### config.mk
export PLATFORM = sky130hd
export DESIGN_NAME = hwpe_stream_tcdm_load_arbiter_flat
export DESIGN_NICKNAME = d
export VERILOG_FILES = /design/src/rtl/hwpe_stream_tcdm_load_arbiter_if.sv /design/src/rtl/hwpe_stream_tcdm_load_arbiter.sv /design/src/flat_wrapper.sv
export SDC_FILE = /design/constraint.sdc
export NUM_CORES = 1
export LEC_CHECK = 0
export BUFFER_PORTS_ARGS = -buffer_cell sky130_fd_sc_hd__buf_4
export CAP_MARGIN = 5
export CELL_PAD_IN_SITES_DETAIL_PLACEMENT = 2
export CELL_PAD_IN_SITES_GLOBAL_PLACEMENT = 2
export CORE_MARGIN = 2
export CORE_UTILIZATION = 15
export DETAILED_ROUTE_END_ITERATION = 10
export MAX_ROUTING_LAYER = met4
export PLACE_DENSITY = 0.8
export SLEW_MARGIN = 20
export SYNTH_ARGS = -nofsm -noshare
export SYNTH_HDL_FRONTEND = slang
export SYNTH_SLANG_ARGS = --single-unit
### constraint.sdc
create_clock -name clk_i -period 2.2 [get_ports clk_i]
set_input_delay 0.55 -clock clk_i [delete_from_list [all_inputs] [get_ports clk_i]]
set_output_delay 0.55 -clock clk_i [all_outputs]
set_load 0.01 [all_outputs]
### src/rtl/hwpe_stream_tcdm_load_arbiter_if.sv
// hwpe_stream_tcdm_load_arbiter_if: requester-side load bundle plus the shared TCDM read port.
interface hwpe_stream_tcdm_load_arbiter_if #(parameter int NB_IN = 4);
  logic [NB_IN-1:0]    in_req;
  logic [NB_IN*32-1:0] in_add;
  logic [NB_IN-1:0]    in_gnt;
  logic [NB_IN-1:0]    in_r_valid;
  logic [31:0]         in_r_data;
  logic                out_req;
  logic [31:0]         out_add;
  logic                out_wen;
  logic [3:0]          out_be;
  logic [31:0]         out_data;
  logic                out_gnt;
  logic                out_r_valid;
  logic [31:0]         out_r_data;
  modport slave (
    input  in_req, in_add, out_gnt, out_r_valid, out_r_data,
    output in_gnt, in_r_valid, in_r_data, out_req, out_add, out_wen, out_be, out_data
  );
  modport master (
    output in_req, in_add, out_gnt, out_r_valid, out_r_data,
    input  in_gnt, in_r_valid, in_r_data, out_req, out_add, out_wen, out_be, out_data
  );
endinterface

### src/rtl/hwpe_stream_tcdm_load_arbiter.sv
// hwpe_stream_tcdm_load_arbiter: round-robin share of one TCDM load port with in-order response steering.
module hwpe_stream_tcdm_load_arbiter #(
  parameter int NB_IN           = 4,
  parameter int MAX_OUTSTANDING = 4
) (
  input  logic clk_i,
  input  logic rst_ni,
  input  logic clear_i,
  hwpe_stream_tcdm_load_arbiter_if.slave bus,
  output logic busy_o,
  output logic err_o
);
  localparam int ID_W  = $clog2(NB_IN);
  localparam int QA_W  = $clog2(MAX_OUTSTANDING);
  localparam int CNT_W = QA_W + 1;
  logic [ID_W-1:0]  ptr, w;
  logic [CNT_W-1:0] cnt;
  logic [QA_W-1:0]  wr, rd;
  logic [ID_W-1:0]  fifo [MAX_OUTSTANDING];
  logic             any, hs, rsp;
  always_comb begin
    w = '0;
    for (int k = NB_IN - 1; k >= 0; k--)
      if (bus.in_req[(int'(ptr) + k) % NB_IN]) w = ID_W'((int'(ptr) + k) % NB_IN);
  end
  assign any            = |bus.in_req;
  // issue is gated by the registered count, so a full queue costs one bubble even if a response lands
  assign bus.out_req    = any & (cnt < CNT_W'(MAX_OUTSTANDING));
  assign bus.out_add    = any ? bus.in_add[32*w +: 32] : '0;
  assign bus.out_wen    = 1'b1;
  assign bus.out_be     = 4'hF;
  assign bus.out_data   = '0;
  assign hs             = bus.out_req & bus.out_gnt;
  assign busy_o         = cnt != '0;
  assign rsp            = bus.out_r_valid & busy_o;
  assign bus.in_gnt     = hs ? NB_IN'(1) << w : '0;
  assign bus.in_r_valid = (rsp & ~clear_i) ? NB_IN'(1) << fifo[rd] : '0;
  assign bus.in_r_data  = bus.out_r_data;
  always_ff @(posedge clk_i or negedge rst_ni) begin
    if (!rst_ni) begin
      ptr   <= '0;
      cnt   <= '0;
      wr    <= '0;
      rd    <= '0;
      err_o <= 1'b0;
    end else if (clear_i) begin
      ptr   <= '0;
      cnt   <= '0;
      wr    <= '0;
      rd    <= '0;
      err_o <= 1'b0;
    end else begin
      if (hs) begin
        ptr <= (w == ID_W'(NB_IN - 1)) ? '0 : w + 1'b1;
        wr  <= wr + 1'b1;
      end
      if (rsp) rd <= rd + 1'b1;
      if (bus.out_r_valid & ~busy_o) err_o <= 1'b1;
      cnt <= cnt + CNT_W'(hs) - CNT_W'(rsp);
    end
  end
  always_ff @(posedge clk_i)
    if (hs & ~clear_i) fifo[wr] <= w;
endmodule

### src/flat_wrapper.sv
// flat-port wrapper written by rule: the top's interface ports become plain ports
module hwpe_stream_tcdm_load_arbiter_flat 
#(
  parameter int NB_IN           = 4,
  parameter int MAX_OUTSTANDING = 4
)
  (clk_i, rst_ni, clear_i, busy_o, err_o, bus_in_req, bus_in_add, bus_out_gnt, bus_out_r_valid, bus_out_r_data, bus_in_gnt, bus_in_r_valid, bus_in_r_data, bus_out_req, bus_out_add, bus_out_wen, bus_out_be, bus_out_data);
  hwpe_stream_tcdm_load_arbiter_if #(.NB_IN(NB_IN)) bus_i ();
  input  logic clk_i;
  input  logic rst_ni;
  input  logic clear_i;
  output logic busy_o;
  output logic err_o;
  input wire logic [$bits(bus_i.in_req)-1:0] bus_in_req;
  input wire logic [$bits(bus_i.in_add)-1:0] bus_in_add;
  input wire logic [$bits(bus_i.out_gnt)-1:0] bus_out_gnt;
  input wire logic [$bits(bus_i.out_r_valid)-1:0] bus_out_r_valid;
  input wire logic [$bits(bus_i.out_r_data)-1:0] bus_out_r_data;
  output wire logic [$bits(bus_i.in_gnt)-1:0] bus_in_gnt;
  output wire logic [$bits(bus_i.in_r_valid)-1:0] bus_in_r_valid;
  output wire logic [$bits(bus_i.in_r_data)-1:0] bus_in_r_data;
  output wire logic [$bits(bus_i.out_req)-1:0] bus_out_req;
  output wire logic [$bits(bus_i.out_add)-1:0] bus_out_add;
  output wire logic [$bits(bus_i.out_wen)-1:0] bus_out_wen;
  output wire logic [$bits(bus_i.out_be)-1:0] bus_out_be;
  output wire logic [$bits(bus_i.out_data)-1:0] bus_out_data;
  assign bus_i.in_req = bus_in_req;
  assign bus_i.in_add = bus_in_add;
  assign bus_i.out_gnt = bus_out_gnt;
  assign bus_i.out_r_valid = bus_out_r_valid;
  assign bus_i.out_r_data = bus_out_r_data;
  assign bus_in_gnt = bus_i.in_gnt;
  assign bus_in_r_valid = bus_i.in_r_valid;
  assign bus_in_r_data = bus_i.in_r_data;
  assign bus_out_req = bus_i.out_req;
  assign bus_out_add = bus_i.out_add;
  assign bus_out_wen = bus_i.out_wen;
  assign bus_out_be = bus_i.out_be;
  assign bus_out_data = bus_i.out_data;
  hwpe_stream_tcdm_load_arbiter #(.NB_IN(NB_IN), .MAX_OUTSTANDING(MAX_OUTSTANDING)) u_core (.clk_i(clk_i), .rst_ni(rst_ni), .clear_i(clear_i), .bus(bus_i), .busy_o(busy_o), .err_o(err_o));
endmodule
==> results.ini <==
[routing]
route.detailed.drc = 0
vias_per_cell = 3.97
finalWirelength_mm = 11.4
postRouteAntennaNets = 0
dr.pass1.iters = 3
wire_per_inst_um = 16.7
drtIter0Drc = 49
vias = 2693

[clocking]
numCtsBuffers = 3
clock-sinks = 18
h-tree-depth = 1
tritoncts = built
clk_latency_ps = 260
clockBufferDepth = 2
clk_pin_slew_ps = 50
cts_root_buffer = clkbuf_16
ctsHoldBuffers = 0

[synth]
synth_cells = 278
synth_cell_types = 35
syn-cell-area_mm2 = 0.00252
synth_seq_cells = 18
avgSynthCellArea_um2 = 9.05
yosys_warnings = 0
seq_area_frac_synth_pct = 19.5

[final_layout]
nFillCells = 1921
nNetsFinal = 638
post-route-util_pct = 26.6
layout-drive-gt1-share_pct = 57.4
area_growth_syn_to_layout_pct = 74.2
final_cell_area_mm2 = 0.00438
final_cells = 678
n_antenna_cell = 0

[sta]
finalCritPeriodShare_pct = 120
setup_violations = 39
finClkSkew_ps = 1.08
hold-worst-slack_ps = 117
clock.fmax_ghz = 0.380
slew_violations = 0
rsz0062_at_grt = true
min_period_ps = 2630
layout_setup_ws_ps = -433
hold_viol = 0

[global_route]
antenna_found_initial = 0
grt_max_degree = 25
grt_pass1_wl_mm = 16.7
grt-ovfl-total = 0
grt_pass1_vias = 3087
track_usage_pct = 12.3

[critical_path]
crit_chain = buf_4 > nor2b_1 > nor3b_2 > o22ai_4 > buf_12 > buf_4 > mux2i_1 > o22ai_1 > buf_4
worstSetupStartpointType = primary input
required_ps = 1650
cp_common_cell = buf_4
worstPathArrival_ps = 2080
worstSetupPathType = primary input to output port
r2r_cells = 10
setup.worst_path.end_class = output port
r2r_setup_slack_ps = 260
cp_slowest_stage_delay_ps = 250
slowest_stage = nor3b_2
cp_max_fo = 24

[power_and_ir_drop]
ir_drop_v = 0.000259
p_leak_nw = 2.30
power_w = 0.00283
power_density_mw_per_mm2 = 645

[run_status]
violations = negative setup slack
outcome = finished with violations

[floorplan]
io_pins = 281
dieArea_mm2 = 0.0178
die_h_um = 134
fp-row-count = 47
coreArea_mm2 = 0.0165
initial_utilization_pct = 15.3
die_w_um = 134

[min_path]
worstHoldPathType = primary input to async pin

[placed_design]
placed_cell_area_mm2 = 0.00403
gp_congestion = 0.787
hpwl_mm = 9.57
dp.cells = 667
portBuffers = 179

[job]
drv_cap = 0

==> state kept, by name (all words and copies together), names as in the netlist <==
name / cells
u_core.err_o: 1
u_core.ptr: 2
u_core.cnt: 3
u_core.wr: 2
u_core.fifo: 8
u_core.rd: 2
==> path summary, 6_finish.rpt <==
| kind | from | to |
|---|---|---|
| max | bus_in_req[0] | bus_out_add[6] |
| min | rst_ni | u_core.err_o |
| max reg2reg | u_core.cnt[0] | u_core.cnt[2] |
| min reg2reg | u_core.err_o | u_core.err_o |
| max in group asynchronous | rst_ni | u_core.ptr[1] |
| min in group clk_i | u_core.err_o | u_core.err_o |
==> synthesized netlist by cell type (all sizes together) <==
cell type / count / area share, %
nand2: 8 / 1.2
nor4bb: 1 / 0.40
o22ai: 34 / 9.0
mux2i: 65 / 26
and3: 4 / 0.99
clkbuf: 7 / 1.0
o21ai: 2 / 0.40
nor2: 10 / 1.5
inv: 8 / 1.2
a21oi: 4 / 0.80
buf: 76 / 23
nor2b: 5 / 1.2
dfrtp: 10 / 9.9
edfxtp: 8 / 9.5
nor3b: 1 / 0.30
xor2: 3 / 1.0
a21o: 2 / 0.60
a21boi: 1 / 0.30
nand3b: 1 / 0.30
conb: 2 / 0.30
ha: 9 / 4.5
and2: 4 / 0.99
nand3: 1 / 0.20
nor3: 2 / 0.60
and2b: 1 / 0.30
nor4b: 2 / 0.70
xnor2: 2 / 0.70
fa: 1 / 0.80
mux4: 2 / 1.8
nor4: 2 / 0.50
==> cell type report <==
| cell class | count | area [µm²] | share of cell area (%) |
|---|---|---|---|
| multi-input combinational | 204 | 1730 | 39.4 |
| timing repair buffer | 224 | 1770 | 40.4 |
| tap | 220 | 275 | 6.28 |
| inverter | 8 | 37.5 | 0.856 |
| clock buffer | 3 | 75.1 | 1.71 |
| clock inverter | 1 | 3.75 | 0.0856 |
| sequential | 18 | 494 | 11.3 |
==> through the flow <==
stage                     worst slack [ps]  setup TNS (ps)
after global placement                -376          -10510
after floorplan                      -10.7           -10.7
after detailed placement              -449          -13490
final                                 -433          -11710
after CTS                             -412          -12420
after global routing                  -530          -16170
==> where the power goes <==
group / switching (W) / internal (W)
Clock: 0.000134 / 0.000242
Sequential: 0.0000697 / 0.000422
Combinational: 0.000909 / 0.00105
Total: 0.00111 / 0.00171
==> worst max-delay path, delay by kind of cell <==
| kind | cells | cell delay [ps] |
|---|---|---|
| and+or+nand+nor | 2 | 390 |
| buffers and inverters | 4 | 650 |
| AOI/OAI and AO/OA | 2 | 350 |
| muxes | 1 | 120 |
==> placed cells by master, fill, tap and decap left out, types with 3 or more instances in the layout <==
master	count
a21oi_1	4
and2_1	4
and3_1	3
buf_12	4
buf_4	214
buf_6	5
clkbuf_16	3
conb_1	37
dfrtp_1	7
dfrtp_2	3
edfxtp_1	8
ha_1	5
ha_4	3
inv_1	5
mux2i_1	60
mux2i_2	4
nand2_1	6
nor2_1	9
nor2b_1	4
o22ai_1	30
xor2_1	3
==> metal layers <==
metal	global-route usage, %	up-vias	part of all wire [%]
met1	12.4	1310	35
met2	24.7	129	58
met3	2.21	8	6.1
met4	2.42	0	0.90
met5	-	-	0
li1	-	1246	-
==> kinds of logic (layout without fill, tap and decap cells) <==
logic type | after synthesis | count (layout) | synth area share (%)
AOI/OAI and AO/OA | 43 | 43 | 11.0
xor gates and xnor gates | 5 | 5 | 1.74
adders and majority gates | 10 | 10 | 5.27
buffers and inverters | 91 | 236 | 25.3
DFF | 18 | 18 | 19.5
muxes | 67 | 67 | 27.6
other | 2 | 37 | 0.298
and+or+nand+nor | 42 | 42 | 9.20
==> repair_timing <==
action / 4_1_cts / 5_1_grt
gates cloned: 1 / 0
pin swaps: 4 / 1
gates resized for setup: 32 / 16
setup endpoints to repair: 40 / 42
setup buffers: 6 / 1
Note: power is estimated with default switching activity, not from simulation.
